$ cat config.mk
export PLATFORM = sky130hd
export DESIGN_NAME = decimal_input_entry_flat
export DESIGN_NICKNAME = d
export VERILOG_FILES = /design/src/rtl/decimal_input_entry_pkg.sv /design/src/rtl/decimal_input_entry_if.sv /design/src/rtl/decimal_input_entry_key_debouncer.sv /design/src/rtl/decimal_input_entry.sv /design/src/flat_wrapper.sv
export SDC_FILE = /design/constraint.sdc
export NUM_CORES = 1
export LEC_CHECK = 0
export BUFFER_PORTS_ARGS = -buffer_cell sky130_fd_sc_hd__buf_2
export CAP_MARGIN = 40
export CORE_ASPECT_RATIO = 2
export CORE_MARGIN = 3
export CORE_UTILIZATION = 57
export CTS_CLUSTER_SIZE = 16
export DETAILED_ROUTE_END_ITERATION = 8
export PLACE_DENSITY = 0.76
export SLEW_MARGIN = 20
export SYNTH_ARGS = -nofsm -noshare
export SYNTH_HDL_FRONTEND = slang
export SYNTH_SLANG_ARGS = --single-unit
$ cat constraint.sdc
create_clock -name clock -period 10.8 [get_ports clock]
set_input_delay 0.54 -clock clock [delete_from_list [all_inputs] [get_ports clock]]
set_output_delay 0.54 -clock clock [all_outputs]
set_load 0.03 [all_outputs]
$ cat src/rtl/decimal_input_entry_pkg.sv
// ============================================================================
// Module      : decimal_input_entry_pkg
// Description : Shared types and default parameters for the decimal keypad
//               entry block (state enumeration, debounce length, digit limit).
// Revision    : 1.0 - initial release
// ============================================================================
`default_nettype none
`timescale 1ns/1ps

package decimal_input_entry_pkg;

  // 10 ms of stable level at a 50 MHz system clock
  localparam int DEFAULT_DEBOUNCE_CYCLES = 500000;
  // 8 decimal digits always fit in 32 bits unsigned
  localparam int DEFAULT_MAX_DIGITS      = 8;

  typedef enum logic [1:0] {
    IDLE  = 2'd0,
    ENTRY = 2'd1,
    READY = 2'd2
  } state_t;

endpackage

`default_nettype wire

$ cat src/rtl/decimal_input_entry_if.sv
// ============================================================================
// Module      : decimal_input_entry_if
// Description : CPU-side handshake between an input instruction and the
//               keypad entry block.
// Ports       : FLAG_input  - CPU requests a value (master -> slave)
//               data_ack    - one-cycle consume pulse (master -> slave)
//               IO_input    - latched two's-complement value (slave -> master)
//               data_ready  - IO_input valid until acknowledged (slave -> master)
// Revision    : 1.0 - initial release
// ============================================================================
`default_nettype none
`timescale 1ns/1ps

interface decimal_input_entry_if;
  logic        FLAG_input;
  logic        data_ack;
  logic [31:0] IO_input;
  logic        data_ready;

  modport master (
    output FLAG_input,
    output data_ack,
    input  IO_input,
    input  data_ready
  );

  modport slave (
    input  FLAG_input,
    input  data_ack,
    output IO_input,
    output data_ready
  );
endinterface

`default_nettype wire

$ cat src/rtl/decimal_input_entry_key_debouncer.sv
// ============================================================================
// Module      : key_debouncer
// Description : 2-flop synchronizer, stable-level debouncer and press-pulse
//               generator for one raw active-low push button.
// Ports       : clock    - system clock
//               reset    - synchronous active-low reset
//               key_n_i  - raw bouncing active-low key
//               press_o  - one-cycle pulse on accepted 1->0 transition
// Revision    : 1.0 - initial release
// ============================================================================
`default_nettype none
`timescale 1ns/1ps

module key_debouncer
  import decimal_input_entry_pkg::*;
#(
  parameter int DEBOUNCE_CYCLES = DEFAULT_DEBOUNCE_CYCLES
) (
  input  wire logic clock,
  input  wire logic reset,
  input  wire logic key_n_i,
  output logic      press_o
);

  localparam int CNT_W = (DEBOUNCE_CYCLES > 1) ? $clog2(DEBOUNCE_CYCLES) : 1;
  localparam logic [CNT_W-1:0] CNT_LAST = CNT_W'(DEBOUNCE_CYCLES - 1);

  logic             sync1_q;
  logic             sync2_q;
  logic             stable_q;
  logic             stable_d;
  logic [CNT_W-1:0] cnt_q;
  logic [CNT_W-1:0] cnt_d;
  logic             press_q;

  // The counter tracks how many consecutive cycles the synchronized level has
  // disagreed with the stable level; any agreeing cycle restarts the run.
  always_comb begin
    stable_d = stable_q;
    cnt_d    = '0;
    if (sync2_q != stable_q) begin
      if (cnt_q == CNT_LAST) begin
        stable_d = sync2_q;
      end else begin
        cnt_d = cnt_q + 1'b1;
      end
    end
  end

  always_ff @(posedge clock) begin
    if (!reset) begin
      sync1_q  <= 1'b1;
      sync2_q  <= 1'b1;
      stable_q <= 1'b1;
      cnt_q    <= '0;
      press_q  <= 1'b0;
    end else begin
      sync1_q  <= key_n_i;
      sync2_q  <= sync1_q;
      stable_q <= stable_d;
      cnt_q    <= cnt_d;
      // Only the falling edge of the stable level is a press
      press_q  <= stable_q & ~stable_d;
    end
  end

  assign press_o = press_q;

endmodule

`default_nettype wire

$ cat src/rtl/decimal_input_entry.sv
// ============================================================================
// Module      : decimal_input_entry
// Description : Decimal keypad entry for a CPU input instruction. Debounced
//               digit/enter/clear keys build an unsigned magnitude which is
//               latched as a signed two's-complement value on enter.
// Ports       : clock, reset      - system clock, sync active-low reset
//               digit_sw, sign_sw - BCD digit and sign switches
//               key_digit/enter/clear - raw active-low push buttons
//               bus (slave)       - FLAG_input/data_ack/IO_input/data_ready
//               entry_value       - running unsigned magnitude
//               digit_count       - digits accepted in current entry
// Revision    : 1.0 - initial release
// ============================================================================
`default_nettype none
`timescale 1ns/1ps

module decimal_input_entry
  import decimal_input_entry_pkg::*;
#(
  parameter int DEBOUNCE_CYCLES = DEFAULT_DEBOUNCE_CYCLES,
  parameter int MAX_DIGITS      = DEFAULT_MAX_DIGITS
) (
  input  wire logic           clock,
  input  wire logic           reset,
  input  wire logic [3:0]     digit_sw,
  input  wire logic           sign_sw,
  input  wire logic           key_digit,
  input  wire logic           key_enter,
  input  wire logic           key_clear,
  decimal_input_entry_if.slave bus,
  output logic [31:0]         entry_value,
  output logic [3:0]          digit_count
);

  localparam logic [3:0] MAX_D = 4'(MAX_DIGITS);

  logic        dig_ev;
  logic        ent_ev;
  logic        clr_ev;

  state_t      state_q;
  logic [31:0] entry_value_q;
  logic [3:0]  digit_count_q;
  logic [31:0] io_q;
  logic        ready_q;

  key_debouncer #(.DEBOUNCE_CYCLES(DEBOUNCE_CYCLES)) u_deb_digit (
    .clock   (clock),
    .reset   (reset),
    .key_n_i (key_digit),
    .press_o (dig_ev)
  );

  key_debouncer #(.DEBOUNCE_CYCLES(DEBOUNCE_CYCLES)) u_deb_enter (
    .clock   (clock),
    .reset   (reset),
    .key_n_i (key_enter),
    .press_o (ent_ev)
  );

  key_debouncer #(.DEBOUNCE_CYCLES(DEBOUNCE_CYCLES)) u_deb_clear (
    .clock   (clock),
    .reset   (reset),
    .key_n_i (key_clear),
    .press_o (clr_ev)
  );

  always_ff @(posedge clock) begin
    if (!reset) begin
      state_q       <= IDLE;
      entry_value_q <= '0;
      digit_count_q <= '0;
      io_q          <= '0;
      ready_q       <= 1'b0;
    end else begin
      case (state_q)
        IDLE: begin
          if (bus.FLAG_input) begin
            state_q       <= ENTRY;
            entry_value_q <= '0;
            digit_count_q <= '0;
          end
        end
        ENTRY: begin
          // Losing the request abandons the entry before any key is honoured
          if (!bus.FLAG_input) begin
            state_q       <= IDLE;
            entry_value_q <= '0;
            digit_count_q <= '0;
          end else if (clr_ev) begin
            entry_value_q <= '0;
            digit_count_q <= '0;
          end else if (ent_ev) begin
            // Two's-complement negate; a zero magnitude stays zero
            io_q    <= sign_sw ? (~entry_value_q + 32'd1) : entry_value_q;
            ready_q <= 1'b1;
            state_q <= READY;
          end else if (dig_ev && (digit_sw <= 4'd9) && (digit_count_q < MAX_D)) begin
            entry_value_q <= (entry_value_q * 32'd10) + {28'd0, digit_sw};
            digit_count_q <= digit_count_q + 4'd1;
          end
        end
        READY: begin
          if (bus.data_ack) begin
            ready_q <= 1'b0;
            state_q <= IDLE;
          end
        end
        default: begin
          state_q <= IDLE;
        end
      endcase
    end
  end

  assign bus.IO_input   = io_q;
  assign bus.data_ready = ready_q;
  assign entry_value    = entry_value_q;
  assign digit_count    = digit_count_q;

endmodule

`default_nettype wire

$ cat src/flat_wrapper.sv
// flat-port wrapper written by rule: the top's interface ports become plain ports
module decimal_input_entry_flat import decimal_input_entry_pkg::*;
#(
  parameter int DEBOUNCE_CYCLES = DEFAULT_DEBOUNCE_CYCLES,
  parameter int MAX_DIGITS      = DEFAULT_MAX_DIGITS
)
  (clock, reset, digit_sw, sign_sw, key_digit, key_enter, key_clear, entry_value, digit_count, bus_FLAG_input, bus_data_ack, bus_IO_input, bus_data_ready);
  decimal_input_entry_if bus_i ();
  input  wire logic clock;
  input  wire logic reset;
  input  wire logic [3:0] digit_sw;
  input  wire logic sign_sw;
  input  wire logic key_digit;
  input  wire logic key_enter;
  input  wire logic key_clear;
  output logic [31:0] entry_value;
  output logic [3:0] digit_count;
  input wire logic [$bits(bus_i.FLAG_input)-1:0] bus_FLAG_input;
  input wire logic [$bits(bus_i.data_ack)-1:0] bus_data_ack;
  output wire logic [$bits(bus_i.IO_input)-1:0] bus_IO_input;
  output wire logic [$bits(bus_i.data_ready)-1:0] bus_data_ready;
  assign bus_i.FLAG_input = bus_FLAG_input;
  assign bus_i.data_ack = bus_data_ack;
  assign bus_IO_input = bus_i.IO_input;
  assign bus_data_ready = bus_i.data_ready;
  decimal_input_entry #(.DEBOUNCE_CYCLES(DEBOUNCE_CYCLES), .MAX_DIGITS(MAX_DIGITS)) u_core (.clock(clock), .reset(reset), .digit_sw(digit_sw), .sign_sw(sign_sw), .key_digit(key_digit), .key_enter(key_enter), .key_clear(key_clear), .bus(bus_i), .entry_value(entry_value), .digit_count(digit_count));
endmodule
==> implementation parameters, run 1 <==
Parameter                              Value

Outcome
  Outcome    complete, no violations

Route
  Vias per std cell    5.83
  Final ANT Viol Nets    0
  Average wire per cell in the routed design    16.0 um
  Initial DRC count    279
  DRC violations left    0
  Post-detailed-routing wire length    20100 um
  Vias    7339
  DR pass1 iterations    5

Timing
  Post-Route Skew    0.00910 ns
  Setup_tns    0 ns
  Number of hold violations in the final report    0
  Post-layout minimum cycle time    4.09 ns
  Fin Hold WS    0.312 ns
  Fmax achieved    0.245 GHz
  Worst slew pin tran    0.757 ns
  Worst slew margin relative to its limit    0.494
  Total setup violations reported at the end of the flow    0
  Final critical-path share of the clock period    0.378
  Unrepaired setup endpoints after global routing    false
  Final max-slew violation count    0

Placement
  DPL Wire Length    15200 um
  Final estimated routing congestion in global placement    0.936
  IO Port Bufs    80

Layout
  Fraction of final layout cells with drive strength greater than 1    0.129
  Final-stage net count    1131
  Fill count    1275
  Number of antenna repair diodes    0
  Area added between synthesis and finish    13.0%

Floorplan
  Area of the core    0.0145 mm^2
  X dimension of the die    92.3 um
  Height of the chip    179 um
  Die ar.    0.0165 mm^2
  Count of boundary I/O pins    81
  Initial core utilization    0.585
  Number of placement rows    62

Pwr
  Reported net switching power    0.226 mW
  Internal power    0.851 mW
  PwrDens    112 mW/mm^2
  Sw frac    0.210
  Leak pwr    4.28 nW
  Relative contribution of the clock network to total power    0.500
  Worst IR drop on VDD    0.0751 mV
  Share of power burned in registers    0.482
  Power share of the combinational group    0.018
  Total power    1.08 mW

Yosys
  Synthesized instance count    985
  Synth Area in XOR/XNOR    0.135
  EDFF count, synth    0
  Adder and majority gate portion of the synthesized area    0.0976
  Proportion of register bits with asynchronous set or reset after synthesis    0
  Area of the mapped netlist    0.00849 mm^2
  Most used flip-flop cell after synthesis    dfxtp_1
  Sequential area share after synthesis    0.330
  Simple-gate share of the synthesized area    0.242
  Total nets after synthesis    1062
  Number of synthesis warnings    0
  Number of distinct standard cells referenced by the synthesized netlist    69
  Mean Syn Cell Area    8.61 um^2
  Cells taking the most area after synthesis    dfxtp_1 33%, ha_1 9.3%, xor2_1 7.7%
  Compound-gate portion of the synthesized area    0.159
  Leading area contributor after synthesis    dfxtp_1
  Largest family of logic cells by synthesized area    simple AND/OR/NAND/NOR gates
  Fraction of synthesized area in multiplexers    0.0143
  Post-synth top area share    0.330
  Seq cells post-synth    140
  Commonest cells post-synth    140 x dfxtp_1, 113 x nand2_1, 104 x nor2_1
  Most instantiated library cell after synthesis    dfxtp_1

GRT
  Number of global-route vias before repair    7074
  Wire length of the first global-routing pass    33300 um
  Largest net degree at the start of global routing    78
  Remaining global-route overflow    0
  GRT Total Usage    0.250
  Number of antenna violations at the first check in global routing    0

Worst setup path
  Largest fanout on the critical path    7
  Worst stage delay on the critical path    0.46 ns
  Crit path max-delay family    compound AO/OA/AOI/OAI gates
  Register-to-register path setup slack    6.71 ns
  Ordered list of cells on the worst path    ha_1, ha_1, fa_1, a21o_1, a221oi_4, o21ai_0, a211oi_1, xnor2_1, nand4_2, nor4_4, nor3b_2, xnor2_1, a32o_1
  Sort of element at the end of the critical path    flop
  Crit path required time    11.10 ns
  Worst path buffer plus inverter count    0
  Cell with the largest stage delay on the worst path    dfxtp_1
  Data arrival time of the critical path    4.38 ns
  Category of the most critical setup path    reg -> reg
  Startpoint Class    flop

Clock tree
  Total of hold buffers inserted after clock tree synthesis    0
  Number of sinks on the clock net    140
  Post-CTS Setup Bufs    0
  Clock buffer count from CTS    17
  CTS HTree Levels    4
  CTS Buffer Depth    2
  Resized Gates After CTS    0
  Clock latency on the worst-skew pair    0.41 ns
  Root Driver    clkbuf_16
  Clock transition at the register clock pins on the worst setup and hold paths after CTS    0.06 ns
  TritonCTS clock tree    yes

Run
  Maximum Capacitance Violations    0

Hold path
  Hold Crit Class    in -> reg
==> state kept, by name, indices dropped and copies added (netlist names), 2 cells and up <==
| name | flops |
|---|---|
| u_core.u_deb_enter.cnt_q | 19 |
| u_core.state_q | 2 |
| u_core.bus.IO_input | 32 |
| u_core.u_deb_clear.cnt_q | 19 |
| u_core.digit_count | 4 |
| u_core.u_deb_digit.cnt_q | 19 |
| u_core.entry_value | 32 |
==> cells in the final DEF, fill, tap and decap left out, types with 8 or more instances in the layout <==
master	instances
o21ai_0	39
a21oi_1	31
nand4_1	18
o211a_1	26
or3_1	8
nor3_1	10
and3_1	14
dfxtp_1	140
inv_1	15
mux2i_1	11
nand3b_1	8
nand3_1	34
buf_2	80
xor2_1	75
and2_1	9
nand2_1	113
clkbuf_16	17
ha_1	63
nor2b_1	33
nor2_1	104
o31ai_1	10
a21o_1	11
nand2b_1	10
xnor2_1	54
a22oi_1	22
==> worst reg2reg max path, delay by kind of cell (launching register included) <==
| kind | cells | cell delay [ns] |
|---|---|---|
| adder cells (fa/ha/maj) | 3 | 0.92 |
| flip-flops | 1 | 0.46 |
| AND/OR/NAND/NOR | 3 | 0.79 |
| XOR/XNOR | 2 | 0.33 |
| AO/OA/AOI/OAI | 5 | 1.45 |
==> layer usage <==
metal / track usage / routed length (um) / vias to the layer above / share of wire
li1: - / - / 3649 / -
met1: 0.257 / 7620 / 3478 / 0.38
met2: 0.482 / 11200 / 157 / 0.55
met3: 0.0401 / 654 / 55 / 0.033
met4: 0.122 / 680 / 0 / 0.034
met5: 0 / 0 / - / 0
==> metrics by stage <==
| step | setup slack [ns] | instances | area [um^2] | util |
|---|---|---|---|---|
| after CTS | 6.70 | 1258 | 9580 | 0.660 |
| after global placement | 6.80 | 1226 | 9020 | 0.622 |
| after detailed placement | 6.73 | 1226 | 9020 | 0.622 |
| after global routing | 6.32 | 1259 | 9590 | 0.661 |
| after floorplan | 6.84 | 985 | 8490 | - |
| final | 6.71 | 1259 | 9590 | 0.661 |
==> layout make-up <==
class                      instances  area (um^2)  share of cell area
clock buffer                      20          457              0.0476
clock inverter                    12         97.6              0.0102
inverter                          15         56.3             0.00587
multi-input combinational        796         5500               0.573
sequential                       140         2800               0.292
tap                              192          240              0.0250
timing repair buffer              84          438              0.0457
==> power by group through the flow <==
stage	Combinational (mW)	Clock (mW)	Sequential [mW]
after floorplan	0.0133	0	0.530
after global placement	0.0188	0	0.530
after detailed placement	0.0189	0	0.530
after CTS	0.0190	0.545	0.519
after global routing	0.0218	0.567	0.519
final	0.0199	0.538	0.519
==> kinds of logic (layout without fill, tap and decap cells) <==
kind of cell | after synthesis | after routing
buffers and inverters | 49 | 131
and+or+nand+nor | 402 | 402
adders and majority gates | 65 | 65
muxes | 12 | 12
DFF | 140 | 140
AOI/OAI and AO/OA | 187 | 187
xor gates and xnor gates | 130 | 130
==> final timing paths <==
check | depth (start not counted) | end | startpoint
max | 13 | u_core.entry_value[30] | u_core.entry_value[3]
min | 2 | u_core.u_deb_clear.sync1_q | key_clear
max reg2reg | 13 | u_core.entry_value[30] | u_core.entry_value[3]
min reg2reg | 1 | u_core.u_deb_digit.sync2_q | u_core.u_deb_digit.sync1_q
No activity file was read; power rests on OpenSTA's default activity.
==> run 2: changes to the inputs <==
Clock period 10.8 ns to 4.2 ns, I/O delays scaled along.
==> run 2 against run 1 <==
- fmax increased by 2.2%
- die area stayed put
- first-iteration DRC count grew 12%
- sequential share of layout area is 0.73 points lower
- combinational power increased to 2.7 times the previous value
- setup slack worse by 6.5 ns
- core utilization rose by 1.7 points
- largest cell class unchanged
==> implementation parameters, run 2 (same netlist as run 1, synthesis figures left out) <==
Parameter                              Value

GRT
  Largest net degree at the start of global routing    52 (was 78)
  Number of global-route vias before repair    7367 (was 7074)
  GRT Total Usage    0.252 (was 0.250)
  Number of antenna violations at the first check in global routing    0 (unchanged)
  Remaining global-route overflow    0 (unchanged)
  Wire length of the first global-routing pass    33800 um (was 33300 um)

Pwr
  Leak pwr    4.41 nW (was 4.28 nW)
  Worst IR drop on VDD    0.225 mV (was 0.0751 mV)
  PwrDens    296 mW/mm^2 (was 112 mW/mm^2)
  Total power    2.92 mW (was 1.08 mW)

Timing
  Final max-slew violation count    0 (unchanged)
  Post-Route Skew    0.0117 ns (was 0.00910 ns)
  Fin Hold WS    0.0536 ns (was 0.312 ns)
  Post-layout minimum cycle time    4.00 ns (was 4.09 ns)
  Fmax achieved    0.250 GHz (was 0.245 GHz)
  Worst slew pin tran    0.781 ns (was 0.757 ns)
  Worst slew margin relative to its limit    0.479 (was 0.494)
  Final critical-path share of the clock period    0.952 (was 0.378)
  Total setup violations reported at the end of the flow    0 (unchanged)
  Setup slack after layout    0.203 ns (was 6.71 ns)
  Number of hold violations in the final report    0 (unchanged)

Clock tree
  Clock transition at the register clock pins on the worst setup and hold paths after CTS    0.06 ns (about the same)
  Clock buffer count from CTS    17 (unchanged)
  Clock latency on the worst-skew pair    0.42 ns (was 0.41 ns)
  Root Driver    clkbuf_16 (unchanged)
  CTS HTree Levels    4 (unchanged)
  CTS Buffer Depth    2 (unchanged)
  Number of sinks on the clock net    140 (unchanged)
  TritonCTS clock tree    yes (unchanged)

Worst setup path
  Register-to-register path setup slack    0.20 ns (was 6.71 ns)
  Critical path origin    u_core.entry_value[1] (was u_core.entry_value[3])
  Worst Reg-to-Reg Cells    13 (unchanged)
  Data arrival time of the critical path    4.30 ns (was 4.38 ns)
  Sort of element at the end of the critical path    flop (unchanged)
  Reg-to-reg startpoint    u_core.entry_value[1] (was u_core.entry_value[3])
  Category of the most critical setup path    reg -> reg (unchanged)
  Largest fanout on the critical path    7 (unchanged)
  Crit path to    u_core.entry_value[31] (was u_core.entry_value[30])
  Crit path required time    4.50 ns (was 11.10 ns)
  Startpoint Class    flop (unchanged)
  End of the worst register-to-register path    u_core.entry_value[31] (was u_core.entry_value[30])

Route
  Vias per std cell    5.74 (was 5.83)
  Post-detailed-routing wire length    20000 um (was 20100 um)
  DRC violations left    0 (unchanged)
  Vias    7347 (was 7339)
  Average wire per cell in the routed design    15.6 um (was 16.0 um)
  DR pass1 iterations    9 (was 5)
  Initial DRC count    312 (was 279)
  Final ANT Viol Nets    0 (unchanged)

Layout
  Most common cell after layout, fill and taps aside    dfxtp_1 (unchanged)
  Number of antenna repair diodes    0 (unchanged)
  Fill count    1210 (was 1275)
  Filler-free cell count of the finished design    1280 (was 1259)
  Fraction of final layout cells with drive strength greater than 1    0.149 (was 0.129)
  Area added between synthesis and finish    16.0% (was 13.0%)
  Final-stage net count    1152 (was 1131)
  Most frequent cells in the layout    139 x dfxtp_1, 113 x nand2_1, 104 x nor2_1 (was 140 x dfxtp_1, 113 x nand2_1, 104 x nor2_1)
  Total non-filler cell area in the finished layout    0.00984 mm^2 (was 0.00959 mm^2)

Placement
  DPL Wire Length    15500 um (was 15200 um)
  Post-placement setup slack    0.173 ns (was 6.73 ns)
  IO Port Bufs    80 (unchanged)
  Total instance count after detailed placement    1241 (was 1226)
  Area of placed instances    0.00914 mm^2 (was 0.00902 mm^2)
  Final estimated routing congestion in global placement    0.952 (was 0.936)

Floorplan
  Initial core utilization    0.585 (unchanged)
  Count of boundary I/O pins    81 (unchanged)
  Area of the core    0.0145 mm^2 (unchanged)
  X dimension of the die    92.3 um (unchanged)
  Die ar.    0.0165 mm^2 (unchanged)
  Number of placement rows    62 (unchanged)
  Height of the chip    179 um (unchanged)

Outcome
  Outcome    complete, no violations (unchanged)

Run
  Maximum Capacitance Violations    0 (unchanged)

Hold path
  Hold Crit Class    in -> reg (unchanged)
## run 2: layer usage
| metal | vias up | GRT usage | wire length, um | share of wire |
|---|---|---|---|---|
| li1 | 3678 | - | - | - |
| met1 | 3475 | 0.260 | 7550 | 0.38 |
| met2 | 142 | 0.482 | 11000 | 0.55 |
| met3 | 52 | 0.0414 | 726 | 0.036 |
| met4 | 0 | 0.126 | 716 | 0.036 |
| met5 | - | 0 | 0 | 0 |
## run 2: what timing repair did
action                                 CTS  global route
hold buffers                             3             0
buffers inserted                         0             3
resized for setup                        0             8
setup endpoints to repair                0             7
endpoints found under the hold margin    3             0
## run 2: final cells by class
class                      count  area (um^2)  share of cell area
timing repair buffer         105          608              0.0618
tap                          192          240              0.0244
clock inverter                13          166              0.0169
inverter                      15         56.3             0.00572
sequential                   140         2800               0.285
clock buffer                  19          443              0.0450
multi-input combinational    796         5520               0.561
## run 2: where the power goes
group          internal, mW  switching (mW)  total (mW)
Clock                 0.953           0.577        1.53
Combinational        0.0189          0.0340      0.0528
Sequential             1.33         0.00251        1.33
Total                  2.30           0.613        2.92
## run 2: worst min path at each step
stage	cells after the start	endpoint	start	slack (ns)
5_1_grt	2	u_core.u_deb_clear.sync2_q	reset	0.06
6_report	2	u_core.u_deb_clear.sync2_q	reset	0.05
3_5_place_dp	2	u_core.u_deb_enter.sync1_q	key_enter	0.40
2_1_floorplan	1	u_core.u_deb_clear.sync1_q	key_clear	0.31
3_3_place_gp	1	u_core.u_deb_enter.sync2_q	u_core.u_deb_enter.sync1_q	0.40
4_1_cts	3	u_core.state_q[0]	bus_FLAG_input	0.05
## run 2: stage by stage
step           utilization  TNS [ns]
6_report             0.678         0
5_1_grt              0.678  -0.00446
4_1_cts              0.674         0
3_5_place_dp         0.630         0
3_3_place_gp         0.630         0
2_1_floorplan            -         0
## run 2: worst max-delay path: stages, from the launching register on
cell	delay, ns
dfxtp_1	0.32
ha_1	0.29
ha_1	0.23
fa_1	0.41
a21o_1	0.24
a221oi_4	0.44
o21ai_0	0.25
a211oi_2	0.32
xnor2_1	0.24
nand4_2	0.22
or4_4	0.49
nor4_2	0.18
xnor2_1	0.15
o21ai_1	0.07
==> run 3: changes to the inputs <==
Settings changed: HOLD_SLACK_MARGIN set to 0.15.
==> run 3 against run 2 <==
- flip-flop and latch count is the same
- setup slack better by 0.015 ns
- global-route usage grew 0.053 points
- clock skew is 0.00088 ns lower
- cell count up 0.31%
==> implementation parameters, run 3 (same netlist as run 1, synthesis figures left out) <==
Parameter                              Value

Worst setup path
  Crit path required time    4.50 ns (about the same)
  End of the worst register-to-register path    u_core.entry_value[31] (unchanged)
  Reg-to-reg startpoint    u_core.entry_value[1] (unchanged)
  Startpoint Class    flop (unchanged)
  Worst Reg-to-Reg Cells    13 (unchanged)
  Data arrival time of the critical path    4.28 ns (was 4.30 ns)
  Sort of element at the end of the critical path    flop (unchanged)
  Largest fanout on the critical path    7 (unchanged)
  Register-to-register path setup slack    0.22 ns (was 0.20 ns)
  Category of the most critical setup path    reg -> reg (unchanged)

Floorplan
  Count of boundary I/O pins    81 (unchanged)
  Height of the chip    179 um (unchanged)
  Number of placement rows    62 (unchanged)
  Die ar.    0.0165 mm^2 (unchanged)
  X dimension of the die    92.3 um (unchanged)
  Area of the core    0.0145 mm^2 (unchanged)
  Initial core utilization    0.585 (unchanged)

Placement
  IO Port Bufs    80 (unchanged)
  DPL Wire Length    15500 um (unchanged)
  Final estimated routing congestion in global placement    0.952 (unchanged)
  Area of placed instances    0.00914 mm^2 (unchanged)

Hold path
  Critical hold path startpoint    digit_sw[1] (was reset)
  Hold Crit Class    in -> reg (unchanged)
  Worst Hold Path Cells    4 (was 2)
  End point of the most critical hold path    u_core.entry_value[1] (was u_core.u_deb_clear.sync2_q)

Route
  Post-detailed-routing wire length    20000 um (about the same)
  Initial DRC count    320 (was 312)
  DR pass1 iterations    5 (was 9)
  Vias    7370 (was 7347)
  DRC violations left    0 (unchanged)
  Average wire per cell in the routed design    15.6 um (about the same)
  Vias per std cell    5.74 (about the same)
  Final ANT Viol Nets    0 (unchanged)

Pwr
  Reported net switching power    0.613 mW (about the same)
  Power share of the combinational group    0.019 (was 0.018)
  Sw frac    0.210 (about the same)
  Total power    2.92 mW (about the same)
  Internal power    2.31 mW (was 2.30 mW)
  Worst IR drop on VDD    0.225 mV (about the same)
  Leak pwr    4.42 nW (was 4.41 nW)
  PwrDens    295 mW/mm^2 (was 296 mW/mm^2)
  Share of power burned in registers    0.457 (about the same)
  Relative contribution of the clock network to total power    0.524 (about the same)

GRT
  Remaining global-route overflow    0 (unchanged)
  Largest net degree at the start of global routing    52 (unchanged)
  Number of antenna violations at the first check in global routing    0 (unchanged)
  GRT Total Usage    0.253 (was 0.252)
  Wire length of the first global-routing pass    33900 um (was 33800 um)
  Number of global-route vias before repair    7376 (was 7367)

Outcome
  Outcome    complete, no violations (unchanged)

Clock tree
  Clock transition at the register clock pins on the worst setup and hold paths after CTS    0.06 ns (about the same)
  Clock latency on the worst-skew pair    0.42 ns (about the same)
  Root Driver    clkbuf_16 (unchanged)
  CTS HTree Levels    4 (unchanged)
  Clock buffer count from CTS    17 (unchanged)
  Number of sinks on the clock net    140 (unchanged)
  CTS Buffer Depth    2 (unchanged)
  TritonCTS clock tree    yes (unchanged)

Timing
  Worst slew margin relative to its limit    0.478 (was 0.479)
  Final max-slew violation count    0 (unchanged)
  Number of hold violations in the final report    0 (unchanged)
  Post-layout minimum cycle time    3.98 ns (was 4.00 ns)
  Fmax achieved    0.251 GHz (was 0.250 GHz)
  Total setup violations reported at the end of the flow    0 (unchanged)
  Final critical-path share of the clock period    0.948 (was 0.952)
  Post-Route Skew    0.0108 ns (was 0.0117 ns)
  Worst slew pin tran    0.783 ns (was 0.781 ns)

Layout
  Area occupied by registers    0.00280 mm^2 (unchanged)
  Fin util    0.681 (was 0.678)
  Most common cell after layout, fill and taps aside    dfxtp_1 (unchanged)
  Fill count    1205 (was 1210)
  Most frequent cells in the layout    139 x dfxtp_1, 113 x nand2_1, 104 x nor2_1 (unchanged)
  Area of combinational cells with multiple inputs    0.00552 mm^2 (unchanged)
  Number of antenna repair diodes    0 (unchanged)
  Area added between synthesis and finish    16.5% (was 16.0%)
  Fraction of final layout cells with drive strength greater than 1    0.148 (was 0.149)
  Total non-filler cell area in the finished layout    0.00988 mm^2 (was 0.00984 mm^2)
  Final-stage net count    1156 (was 1152)

Run
  Maximum Capacitance Violations    0 (unchanged)
## run 3: cell count changes in the layout (fill, tap and decap cells not counted)
cell           before  now
dlygate4sd3_1       3    7
## run 3: worst max-delay path, cell delays in order (launching register included)
cell	delay, ns
dfxtp_1	0.32
ha_1	0.29
ha_1	0.23
fa_1	0.41
a21o_1	0.24
a221oi_4	0.44
o21ai_0	0.24
a211oi_2	0.32
xnor2_1	0.24
nand4_2	0.22
or4_4	0.49
nor4_2	0.18
xnor2_1	0.15
o21ai_1	0.07
## run 3: timing repair
action	CTS	global route
buffers inserted	0	3
setup endpoints to repair	0	7
endpoints found under the hold margin	6	1
hold buffers	6	1
gates resized for setup	0	8
## run 3: how the worst max path moves through the flow
stage                                     start                     end  cells after the start
after CTS                 u_core.entry_value[2]  u_core.entry_value[30]                     12
after global routing      u_core.entry_value[1]  u_core.entry_value[31]                     13
final                     u_core.entry_value[1]  u_core.entry_value[31]                     13
after floorplan           u_core.entry_value[1]  u_core.entry_value[31]                     13
after global placement    u_core.entry_value[2]  u_core.entry_value[30]                     12
after detailed placement  u_core.entry_value[2]  u_core.entry_value[30]                     12
## run 3: area by class of cell
| class | count | share of cell area |
|---|---|---|
| Sequential cell | 140 | 0.284 |
| Inverter | 15 | 0.00570 |
| Timing Repair Buffer | 109 | 0.0656 |
| Multi-Input combinational cell | 796 | 0.559 |
| Clock inverter | 13 | 0.0168 |
| Clock buffer | 19 | 0.0448 |
| Tap cell | 192 | 0.0243 |
## run 3: per-layer routing
layer	vias up	wire, um	global-route usage
li1	3683	-	-
met4	0	711	0.126
met5	-	0	0
met1	3474	7520	0.260
met3	51	712	0.0409
met2	162	11100	0.484
## run 3: power groups by stage
stage	sequential, mW	combinational (mW)	clock, mW
2_1_floorplan	1.36	0.0342	0
3_3_place_gp	1.36	0.0483	0
3_5_place_dp	1.36	0.0488	0
4_1_cts	1.33	0.0533	1.54
5_1_grt	1.33	0.0620	1.61
6_report	1.33	0.0556	1.53
## run 3: stage by stage
step | worst slack [ns] | cells | hold WS, ns | TNS, ns
after detailed placement | 0.173 | 1241 | 0.399 | 0
after CTS | 0.152 | 1279 | 0.238 | 0
final | 0.218 | 1284 | 0.244 | 0
after floorplan | 0.243 | 985 | 0.311 | 0
after global routing | -0.00446 | 1284 | 0.268 | -0.00446
after global placement | 0.233 | 1241 | 0.395 | 0
